--- src/rtl/mem_read_arbiter.sv ---
// mem_read_arbiter
// Shares one memory read port between instruction fetch (F) and the load
// unit (L). Only one read is outstanding at a time. When both ports are
// eligible in the same cycle, the port that did not win last time is granted.
// Read data goes back to the granted port with a registered one-cycle valid pulse.
//
// Parameters:
//   AW         address width (F_Addr, L_Addr, RAddr)
//   DW         data width (F_Data, L_Data, RData)
//   TO_CYCLES  watchdog limit in BUSY cycles. Must be >= 2. Only used when
//              MEMARB_TIMEOUT_EN is defined.
//
// Ports:
//   clk, rst         clock (posedge) and asynchronous active-high reset
//   F_Req/F_Addr     fetch request (held until F_Vld) and address
//   F_Vld/F_Data     fetch response pulse and data (data holds between pulses)
//   L_Req/L_Addr     load request (held until L_Vld) and address
//   L_Vld/L_Data     load response pulse and data (data holds between pulses)
//   RRdy/RAddr       registered memory read request and address
//   RVld/RData       memory response pulse and data
//   Busy             high while a read is outstanding
//   Err              one-cycle watchdog timeout pulse (0 when watchdog not built)
//
// Build option:
//   MEMARB_TIMEOUT_EN  when defined, builds a BUSY watchdog. If memory does not
//                      respond in time, the watchdog returns a zero-data response
//                      and pulses Err.
//
// States:
//   state | meaning
//   IDLE  | no read outstanding; arbitrate eligible requests
//   BUSY  | read issued to memory; waiting for RVld (or watchdog)

module mem_read_arbiter #(
    parameter int AW        = 32,
    parameter int DW        = 32,
    parameter int TO_CYCLES = 64
) (
    input  logic          clk,
    input  logic          rst,
    input  logic          F_Req,
    input  logic [AW-1:0] F_Addr,
    output logic          F_Vld,
    output logic [DW-1:0] F_Data,
    input  logic          L_Req,
    input  logic [AW-1:0] L_Addr,
    output logic          L_Vld,
    output logic [DW-1:0] L_Data,
    output logic          RRdy,
    output logic [AW-1:0] RAddr,
    input  logic          RVld,
    input  logic [DW-1:0] RData,
    output logic          Busy,
    output logic          Err
);

    localparam logic [0:0] ST_IDLE = 1'b0;
    localparam logic [0:0] ST_BUSY = 1'b1;

    localparam logic PORT_F = 1'b0;
    localparam logic PORT_L = 1'b1;

    if (TO_CYCLES < 2) begin : g_to_cycles_check
        $error("mem_read_arbiter: TO_CYCLES must be at least 2");
    end

    logic [0:0]    state_q,  state_d;
    logic          last_q,   last_d;
    logic          gnt_q,    gnt_d;
    logic          rrdy_q,   rrdy_d;
    logic [AW-1:0] raddr_q,  raddr_d;
    logic          f_vld_q,  f_vld_d;
    logic [DW-1:0] f_data_q, f_data_d;
    logic          l_vld_q,  l_vld_d;
    logic [DW-1:0] l_data_q, l_data_d;
    logic          err_q,    err_d;

    logic          f_elig;
    logic          l_elig;
    logic          grant_l;
    logic          timeout;
    logic [DW-1:0] resp_data;

    // While a port sees its own Vld pulse, its Req is still high from the
    // finished transfer. Masking it here prevents a second, duplicate read.
    assign f_elig  = F_Req && !f_vld_q;
    assign l_elig  = L_Req && !l_vld_q;
    assign grant_l = l_elig && (!f_elig || (last_q == PORT_F));

`ifdef MEMARB_TIMEOUT_EN
    localparam int CW = $clog2(TO_CYCLES);
    localparam logic [CW-1:0] TO_LAST = CW'(TO_CYCLES - 1);

    logic [CW-1:0] cnt_q, cnt_d;

    // RVld in the same cycle as the limit wins; the timeout only fires without it.
    assign timeout = (state_q == ST_BUSY) && !RVld && (cnt_q == TO_LAST);

    // Held at zero in IDLE, so every BUSY entry starts from zero.
    always_comb begin
        cnt_d = cnt_q;
        if (state_q == ST_IDLE) begin
            cnt_d = '0;
        end else if (!RVld && !timeout) begin
            cnt_d = cnt_q + CW'(1);
        end
    end

    always_ff @(posedge clk or posedge rst) begin
        if (rst) begin
            cnt_q <= '0;
        end else begin
            cnt_q <= cnt_d;
        end
    end
`else
    assign timeout = 1'b0;
`endif

    // A timeout completes the read with zero data.
    assign resp_data = RVld ? RData : '0;

    always_comb begin
        state_d  = state_q;
        last_d   = last_q;
        gnt_d    = gnt_q;
        rrdy_d   = rrdy_q;
        raddr_d  = raddr_q;
        f_data_d = f_data_q;
        l_data_d = l_data_q;
        f_vld_d  = 1'b0;
        l_vld_d  = 1'b0;
        err_d    = 1'b0;

        case (state_q)
            ST_IDLE: begin
                if (f_elig || l_elig) begin
                    gnt_d   = grant_l ? PORT_L : PORT_F;
                    last_d  = grant_l ? PORT_L : PORT_F;
                    raddr_d = grant_l ? L_Addr : F_Addr;
                    rrdy_d  = 1'b1;
                    state_d = ST_BUSY;
                end
            end
            ST_BUSY: begin
                if (RVld || timeout) begin
                    rrdy_d  = 1'b0;
                    err_d   = timeout;
                    state_d = ST_IDLE;
                    if (gnt_q == PORT_L) begin
                        l_vld_d  = 1'b1;
                        l_data_d = resp_data;
                    end else begin
                        f_vld_d  = 1'b1;
                        f_data_d = resp_data;
                    end
                end
            end
            default: begin
                state_d = ST_IDLE;
                rrdy_d  = 1'b0;
            end
        endcase
    end

    always_ff @(posedge clk or posedge rst) begin
        if (rst) begin
            state_q  <= ST_IDLE;
            last_q   <= PORT_L;
            gnt_q    <= PORT_F;
            rrdy_q   <= 1'b0;
            raddr_q  <= '0;
            f_vld_q  <= 1'b0;
            f_data_q <= '0;
            l_vld_q  <= 1'b0;
            l_data_q <= '0;
            err_q    <= 1'b0;
        end else begin
            state_q  <= state_d;
            last_q   <= last_d;
            gnt_q    <= gnt_d;
            rrdy_q   <= rrdy_d;
            raddr_q  <= raddr_d;
            f_vld_q  <= f_vld_d;
            f_data_q <= f_data_d;
            l_vld_q  <= l_vld_d;
            l_data_q <= l_data_d;
            err_q    <= err_d;
        end
    end

    assign F_Vld  = f_vld_q;
    assign F_Data = f_data_q;
    assign L_Vld  = l_vld_q;
    assign L_Data = l_data_q;
    assign RRdy   = rrdy_q;
    assign RAddr  = raddr_q;
    assign Busy   = (state_q == ST_BUSY);
    assign Err    = err_q;

endmodule

--- config.mk ---
export PLATFORM = sky130hd
export DESIGN_NAME = mem_read_arbiter
export DESIGN_NICKNAME = d
export VERILOG_FILES = /design/src/rtl/mem_read_arbiter.sv
export SDC_FILE = /design/constraint.sdc
export NUM_CORES = 1
export LEC_CHECK = 0
export ABC_AREA = 1
export CORE_MARGIN = 5
export CORE_UTILIZATION = 25
export DETAILED_ROUTE_END_ITERATION = 8
export DONT_BUFFER_PORTS = 1
export PLACE_DENSITY = 0.45
export SLEW_MARGIN = 20
export SYNTH_ARGS = -nofsm -noshare
export SYNTH_HDL_FRONTEND = slang
export SYNTH_SLANG_ARGS = --single-unit
--- constraint.sdc ---
create_clock -name clk -period 6.06 [get_ports clk]
set_clock_uncertainty 0.2 [all_clocks]
set_input_delay 0.606 -clock clk [delete_from_list [all_inputs] [get_ports clk]]
set_output_delay 0.606 -clock clk [all_outputs]
set_load 0.02 [all_outputs]
==> results of run 1 <==
-- synthesized netlist by cell type --
library cell,number
nor2_4,1
nand3_2,1
inv_1,103
clkbuf_2,4
nand4_1,1
inv_2,2
nand2_4,1
dfstp_2,1
o21ai_1,36
buf_4,4
conb_1,1
nor2_1,2
o21ai_0,30
clkbuf_1,3
nand3_1,64
buf_2,18
dfrtp_1,101
buf_1,1
inv_4,1
nand2_2,1
nand2_1,168
-- how the worst max path moves through the flow --
| stage | to | depth (start not counted) |
|---|---|---|
| 6_report | RAddr[11]$_DFFE_PP0P_ | 6 |
| 3_3_place_gp | RAddr[30]$_DFFE_PP0P_ | 5 |
| 4_1_cts | RAddr[24]$_DFFE_PP0P_ | 6 |
| 3_5_place_dp | RAddr[24]$_DFFE_PP0P_ | 5 |
| 2_1_floorplan | Busy$_DFF_PP0_ | 1 |
| 5_1_grt | RAddr[19]$_DFFE_PP0P_ | 6 |
-- cells by family after synthesis --
family	after synthesis	synth area share, %
AO/OA/AOI/OAI	66	7.43
buffers and inverters	136	12.5
flip-flops	102	57.4
other	1	0.0843
AND/OR/NAND/NOR	239	22.6
-- placed cells by master, fill, tap and decap left out --
cell type   instances
clkinv_2            1
nand4_1             1
bufinv_16           1
nand3_2             1
clkinvlp_4          2
buf_4               2
o21ai_1            36
nor2_4              1
conb_1              1
inv_1             102
dfstp_2             1
nor2_1              2
nand2_4             2
o21ai_0            30
inv_6               2
inv_8               1
nand3_1            64
clkbuf_16           9
inv_4               2
nand2_2             2
inv_2               2
dfrtp_1           101
nand2_1           166
-- metal layers --
layer  GRT usage (%)  up-vias  share of wire [%]
met5               0        -                  0
met4            3.22        0               0.98
met3            6.16       10                 13
met2            18.2      167                 45
met1            13.2     1541                 41
li1                -     1613                  -
-- power by group --
part           switching [W]  total, W  internal (W)
clock               0.000275  0.000601      0.000326
combinational       0.000390  0.000585      0.000195
sequential          0.000652   0.00165       0.00100
total                0.00132   0.00284       0.00152
-- registers in the layout, summed over array words and instances, names as in the netlist --
register and count:
Busy 1, F_Data 32, F_Vld 1, L_Data 32, L_Vld 1, RAddr 32
RRdy 1, gnt_q 1, last_q 1
-- final cells by class --
cell class | instances | area share (%)
Multi-Input combinational cell | 306 | 27.5
Tap cell | 225 | 5.74
Inverter | 106 | 8.21
Timing Repair Buffer | 2 | 0.306
Sequential cell | 102 | 52.1
Clock buffer | 9 | 4.59
Clock inverter | 7 | 1.61
-- worst max-delay path, stage by stage (launching register included) --
cell     delay (ps)
dfrtp_1         460
inv_1           120
nand3_2         560
nand2_2         770
nand2_1         120
nand3_1         120
nand2_1          60
-- metrics by stage --
stage	setup WS [ps]	area [µm²]
after floorplan	2580	4450
after global placement	3490	4600
after detailed placement	3470	4600
after CTS	3500	4900
after global routing	3300	4900
final	3510	4900
==> metrics.txt, run 1 <==
outcome finished, violations left; failing checks negative hold slack; initial core utilization 25.6%; final core occ 28.3%; TritonRoute pass-1 iters 5; total CTS buffers 9; Setup crit start F_Vld$_DFF_PP0_; Critical R2R Launch F_Vld$_DFF_PP0_; global-route wire length before repair 18.4 mm; WHS -20.3 ps; Buffers on Ports 0; width of the chip 143 µm; Syn Std Cell Area 4450 µm²; cells after synthesis 544; Area Growth Syn to Fin 10.3%; n_diodes 0; gpl congestion 0.813; Critical Path AT 2580 ps; Hold Vio Cnt, Final 18; core outline area 17400 µm²; initial antenna violation count 0; crit path capture type flop; post-CTS sizing 0; via/cell ratio 4.40; Remaining DRCs 0; synthesized flop and latch total 102; Slew Viols, Final 0; Nets 628; row cnt 48; Sinks on Clock Net 102; multi-input logic area 1350 µm²; total track usage 11.3%; worst reg2reg path depth 6; share of cells above drive strength 1 5.45%; CP Class reg2reg; Worst-path clk slew 70 ps; post-synth top area share 56.8%; register area share after synthesis 57.4%; Cells after DPL 741; Seq. cell area 2550 µm²; startpoint types flop; worst IR drop on VDD 0.242 mV; Max Fclk 392 MHz; clk_lat worst skew 340 ps; grt total ovfl 0; DP Wirelength 8.34 mm; unrepaired setup endpoints after global routing no; CTS tree done; post-layout total power 0.00284 W; # IOs 202; Slew @ Worst Pin 847 ps; post-route clock period utilization 42.1%; Total Wirelength 12.1 mm; flop-to-flop setup slack 3510 ps; dominant cells by area after synthesis dfrtp_1 57%, nand2_1 14%, inv_1 8.7%; Mean Syn Cell Area 8.17 µm²; Synth cell types 21; Post-CTS Hold Buffers 0; post-synth top area cell dfrtp_1; max-cap viol count 0; buffer count from post-CTS setup fixing 0; Leak 2.69 nW; Vias 3331; syn nets 645; die area 20600 µm²; # fillers 1874; initial drt markers 153; Worst slew margin 43.4%; final setup fails 0; largest net degree at the start of global routing 66; post-route setup TNS 0 ps; Cell Pwr Density 579 nW/µm²; post-DR wirelength/cell 16.0 µm; WP data required 6080 ps; Die H 143 µm; worst reg2reg endpoint RAddr[11]$_DFFE_PP0P_; worst hold path type in2async; CTS H-tree lvls 3; Warnings, synthesis 0; CTS root buf clkbuf_16; critical-path maximum fanout 34; min Tclk post-route 2550 ps; antenna viol nets, final 0; Max clock buf depth 2; vias in the first global route 3447; final cell count without fillers 757
(Power assumes the default switching activity.)
==> run 2: changes to the inputs <==
clock period = 2.46 ns   (was 6.06 ns; I/O delays follow)
==> run 2 against run 1 <==
  * The flow now finishes without violations
  * Worst hold slack better by 45 ps
  * Non-clock buffer count rose by 104
  * Critical endpoint unchanged
  * Setup slack lost 3400 ps
  * Largest power group unchanged
==> metrics.txt, run 2 (same netlist as run 1, synthesis figures left out) <==
die area 20600 µm² (unchanged); buffer count from post-CTS setup fixing 0 (unchanged); clock power share 19.4% (was 21.2%); Slew Viols, Final 0 (unchanged); Layout Cell Area excl Fill 5970 µm² (was 4900 µm²); CTS tree done (unchanged); fin worst setup slack 150 ps (was 3510 ps); DP Wirelength 8.60 mm (was 8.34 mm); post-route setup TNS 0 ps (unchanged); post-route clock period utilization 93.9% (was 42.1%); CTS root buf clkbuf_16 (unchanged); # fillers 1788 (was 1874); unrepaired setup endpoints after global routing no (unchanged); Worst-path clk slew 70 ps (about the same); Hold Vio Cnt, Final 0 (was 18); Total Wirelength 12.8 mm (was 12.1 mm); Max Fclk 433 MHz (was 392 MHz); max-cap viol count 0 (unchanged); switching power 0.00331 W (was 0.00132 W); WP data required 2500 ps (was 6080 ps); largest net degree at the start of global routing 66 (unchanged); gpl congestion 0.769 (was 0.813); total track usage 12.2% (was 11.3%); Worst slew margin 51.3% (was 43.4%); outcome finished, final reports clean (was finished, violations left); switching share of total power 45.1% (was 46.4%); Seq. cell area 2550 µm² (unchanged); Sinks on Clock Net 102 (unchanged); share of cells above drive strength 1 5.50% (was 5.45%); most frequent cells in the layout 166 x nand2_1, 102 x inv_1, 101 x dfrtp_1 (unchanged); post-layout total power 0.00733 W (was 0.00284 W); pre-CTS WS 672 ps (was 3470 ps); # IOs 202 (unchanged); initial drt markers 163 (was 153); TritonRoute pass-1 iters 6 (was 5); n_diodes 0 (unchanged); initial antenna violation count 0 (unchanged); Critical R2R Launch L_Vld$_DFF_PP0_ (was F_Vld$_DFF_PP0_); Area Growth Syn to Fin 34.2% (was 10.3%); Critical Path AT 2350 ps (was 2580 ps); Buffers on Ports 0 (unchanged); worst hold path type in2reg (was in2async); Nets 732 (was 628); sequential power share 55.5% (was 58.2%); critical-path maximum fanout 24 (was 34); crit path capture type flop (unchanged); internal power 0.00402 W (was 0.00152 W); post-CTS sizing 0 (unchanged); multi-input logic area 1340 µm² (was 1350 µm²); global-route wire length before repair 20.1 mm (was 18.4 mm); core outline area 17400 µm² (unchanged); CTS H-tree lvls 3 (unchanged); antenna viol nets, final 0 (unchanged); Die H 143 µm (unchanged); Placement Cell Area 4690 µm² (was 4600 µm²); row cnt 48 (unchanged); min Tclk post-route 2310 ps (was 2550 ps); via/cell ratio 4.34 (was 4.40); Vias 3741 (was 3331); Cell Pwr Density 1230 nW/µm² (was 579 nW/µm²); post-DR wirelength/cell 14.8 µm (was 16.0 µm); startpoint types flop (unchanged); clk_lat worst skew 340 ps (about the same); Logic pwr share 25.1% (was 20.6%); final setup fails 0 (unchanged); Slew @ Worst Pin 728 ps (was 847 ps); total CTS buffers 9 (unchanged); Hold Crit Start F_Req; initial core utilization 25.6% (unchanged); most common cell after layout, fill and taps aside nand2_1 (unchanged); Max clock buf depth 2 (unchanged); WHS 25.0 ps (was -20.3 ps); Leak 3.08 nW (was 2.69 nW); Setup crit start L_Vld$_DFF_PP0_ (was F_Vld$_DFF_PP0_); Remaining DRCs 0 (unchanged); width of the chip 143 µm (unchanged); vias in the first global route 3986 (was 3447); grt total ovfl 0 (unchanged); CP Class reg2reg (unchanged); worst IR drop on VDD 0.451 mV (was 0.242 mV)
run 2: cell types whose count changed in the layout (fill, tap and decap cells not counted):
| cell | previous run | this run |
|---|---|---|
| bufinv_16 | 1 | 0 |
| buf_12 | 0 | 4 |
| nand2_2 | 2 | 3 |
| inv_4 | 2 | 1 |
| clkbuf_8 | 0 | 2 |
| inv_6 | 2 | 1 |
| buf_4 | 2 | 4 |
| clkinv_4 | 0 | 1 |
| dlygate4sd3_1 | 0 | 98 |
| nand2_4 | 2 | 1 |
run 2: final timing paths:
path | to | slack (ps) | cells after the start
worst max-delay path | RAddr[11]$_DFFE_PP0P_ | 150 | 6
worst min-delay path | last_q$_DFFE_PP1P_ | 20 | 4
worst min register to register | last_q$_DFFE_PP1P_ | 280 | 2
min in group asynchronous | RAddr[24]$_DFFE_PP0P_ | 300 | 2
max in group asynchronous | F_Data[3]$_DFFE_PP0P_ | 1030 | 3
worst max register to register | RAddr[11]$_DFFE_PP0P_ | 150 | 6
run 2: power by group through the flow:
stage,Combinational [W],Sequential (W),Clock (W)
floorplan,0.00123,0.00385,0
global placement,0.00147,0.00412,0
detailed placement,0.00156,0.00411,0
CTS,0.00186,0.00410,0.00148
global route,0.00213,0.00419,0.00155
finish,0.00184,0.00407,0.00142
run 2: through the flow:
step                utilization, %  instances
finish                        34.4        861
global route                  34.4        861
CTS                           34.4        861
detailed placement            27.0        747
global placement              27.0        747
floorplan                        -        544
run 2: worst max-delay path: stages, from the launching register on:
cell and delay (ps):
dfrtp_1 500, nor2_4 320, buf_4 340, nand3_1 140, nand3_1 110, dlygate4sd3_1 540
nand2_1 50
run 2: layout make-up:
type | count | area share, %
tap | 225 | 4.72
sequential | 102 | 42.8
clock buffer | 11 | 4.24
multi-input combinational | 306 | 22.5
inverter | 106 | 6.77
clock inverter | 5 | 0.692
timing repair buffer | 106 | 18.3
run 2: routing by layer:
metal  share of wire, %  track usage, %  vias up
met3                 13            6.02       20
li1                   -               -     1823
met1                 39            13.4     1738
met4                1.2            3.47        0
met2                 47            21.0      160
met5                  0               0        -
run 2: what timing repair did:
item                                   CTS  global route
hold buffers                            98             0
setup endpoints to repair                0             5
endpoints found under the hold margin  125             0
==> run 3: changes to the inputs <==
ABC_CLOCK_PERIOD_IN_PS = 2460   (was unset)
CORE_MARGIN = 2   (was 5)
==> run 3 against run 2 <==
  * Final area decreased by 0.10%
  * Worst hold slack got worse by 1.8 ps
  * Die area decreased by 8.2%
  * Register-to-register slack improved by 330 ps
  * Combinational power decreased by 11%
  * Critical path type unchanged
  * Largest power group unchanged
==> metrics.txt, run 3 (same netlist as run 1, synthesis figures left out) <==
crit path capture type flop (unchanged); Die H 137 µm (was 143 µm); final setup fails 0 (unchanged); die area 18900 µm² (was 20600 µm²); unrepaired setup endpoints after global routing no (unchanged); DP Wirelength 7.92 mm (was 8.60 mm); grt total ovfl 0 (unchanged); TritonRoute pass-1 iters 4 (was 6); worst hold path type in2reg (unchanged); row cnt 48 (unchanged); critical-path maximum fanout 32 (was 24); worst hold path endpoint last_q$_DFFE_PP1P_ (unchanged); WP data required 2550 ps (was 2500 ps); initial drt markers 157 (was 163); n_diodes 0 (unchanged); worst reg2reg path depth 5 (was 6); CTS root buf clkbuf_16 (unchanged); # fillers 1764 (was 1788); Slew Viols, Final 0 (unchanged); total CTS buffers 9 (unchanged); Slew @ Worst Pin 668 ps (was 728 ps); vias in the first global route 3885 (was 3986); post-route clock period utilization 80.4% (was 93.9%); largest net degree at the start of global routing 103 (was 66); post-DR wirelength/cell 14.9 µm (was 14.8 µm); WHS 23.2 ps (was 25.0 ps); Max clock buf depth 2 (unchanged); CP Class reg2reg (unchanged); global-route wire length before repair 19.3 mm (was 20.1 mm); Max Fclk 506 MHz (was 433 MHz); worst IR drop on VDD 0.456 mV (was 0.451 mV); via/cell ratio 4.33 (was 4.34); Critical R2R Launch L_Vld$_DFF_PP0_ (unchanged); Hold Vio Cnt, Final 0 (unchanged); Hold Path Cell Cnt 4 (unchanged); width of the chip 137 µm (was 143 µm); share of cells above drive strength 1 5.20% (was 5.50%); Cell Pwr Density 1200 nW/µm² (was 1230 nW/µm²); Total Wirelength 12.8 mm (about the same); Seq. cell area 2550 µm² (unchanged); worst reg2reg endpoint RAddr[13]$_DFFE_PP0P_ (was RAddr[11]$_DFFE_PP0P_); initial core utilization 25.6% (unchanged); outcome finished, final reports clean (unchanged); Leak 3.13 nW (was 3.08 nW); CTS tree done (unchanged); Buffers on Ports 0 (unchanged); total track usage 13.3% (was 12.2%); max-cap viol count 0 (unchanged); Worst-path clk slew 80 ps (was 70 ps); antenna viol nets, final 0 (unchanged); Area Growth Syn to Fin 34.0% (was 34.2%); Nets 731 (was 732); Hold Crit Start L_Req (was F_Req); Vias 3725 (was 3741); Sinks on Clock Net 102 (unchanged); # IOs 202 (unchanged); buffer count from post-CTS setup fixing 0 (unchanged); gpl congestion 0.679 (was 0.769); flop-to-flop setup slack 480 ps (was 150 ps); clk_lat worst skew 350 ps (was 340 ps); Remaining DRCs 0 (unchanged); min Tclk post-route 1980 ps (was 2310 ps); most common cell after layout, fill and taps aside nand2_1 (unchanged); multi-input logic area 1340 µm² (unchanged); initial antenna violation count 0 (unchanged); startpoint types flop (unchanged); post-route setup TNS 0 ps (unchanged); Critical Path AT 2070 ps (was 2350 ps); CTS H-tree lvls 3 (unchanged); most frequent cells in the layout 166 x nand2_1, 102 x inv_1, 101 x dfrtp_1 (unchanged); Worst slew margin 55.3% (was 51.3%); core outline area 17400 µm² (unchanged)
==> run 3: cell types whose count changed in the layout (fill, tap and decap cells not counted), sizes merged <==
| cell | previous run | this run |
|---|---|---|
| inv | 107 | 108 |
| bufinv | 0 | 1 |
| dlygate4sd3 | 98 | 99 |
| clkinv | 2 | 3 |
| clkbuf | 11 | 9 |
| buf | 8 | 6 |
| clkinvlp | 2 | 1 |
==> run 3: stage by stage <==
step	std cells	instance area (µm²)	worst slack, ps	power [W]	utilization, %
final	860	5960	482	0.00718	34.3
after global routing	860	5960	342	0.00770	34.3
after CTS	860	5960	444	0.00731	34.3
after detailed placement	745	4660	470	0.00564	26.9
after global placement	745	4660	526	0.00557	26.9
after floorplan	544	4450	797	0.00509	-
==> run 3: layer usage <==
| layer | vias to the layer above | track usage (%) | part of all wire (%) |
|---|---|---|---|
| met5 | - | 0 | 0 |
| met2 | 167 | 24.3 | 49 |
| met3 | 20 | 4.93 | 10 |
| li1 | 1820 | - | - |
| met1 | 1718 | 13.6 | 39 |
| met4 | 0 | 5.67 | 1.8 |
==> run 3: what timing repair did <==
action,in CTS,in global routing
gates resized for setup,0,0
endpoints found under the hold margin,200,0
setup endpoints to repair,0,0
hold buffers,99,0
==> run 3: worst max-delay path, stage by stage, from the launching register on <==
cell     delay (ps)
dfrtp_1         510
nor2_4          340
nand2_2         470
nand2_1         190
nand3_1          90
nand2_1         100
==> run 3: area by class of cell <==
type | instances | share of cell area, %
tap | 225 | 4.72
timing repair buffer | 105 | 18.0
clock buffer | 9 | 3.78
clock inverter | 7 | 1.34
multi-input combinational | 306 | 22.5
sequential | 102 | 42.8
inverter | 106 | 6.78
==> run 3: worst max path at each step <==
stage                               start               endpoint  slack (ps)  depth (start not counted)
final                     L_Vld$_DFF_PP0_  RAddr[13]$_DFFE_PP0P_         480                          5
after global routing      L_Vld$_DFF_PP0_   RAddr[9]$_DFFE_PP0P_         340                          5
after CTS                 L_Vld$_DFF_PP0_  RAddr[10]$_DFFE_PP0P_         440                          5
after detailed placement  L_Vld$_DFF_PP0_  RAddr[30]$_DFFE_PP0P_         470                          5
after global placement    L_Vld$_DFF_PP0_  RAddr[12]$_DFFE_PP0P_         530                          5
after floorplan                       rst         Busy$_DFF_PP0_         800                          1
==> run 3: report_power, final <==
| part | internal [W] | switching, W | total [W] |
|---|---|---|---|
| Sequential | 0.00247 | 0.00159 | 0.00405 |
| Clock | 0.000807 | 0.000696 | 0.00150 |
| Combinational | 0.000626 | 0.00100 | 0.00163 |
| Total | 0.00390 | 0.00328 | 0.00718 |
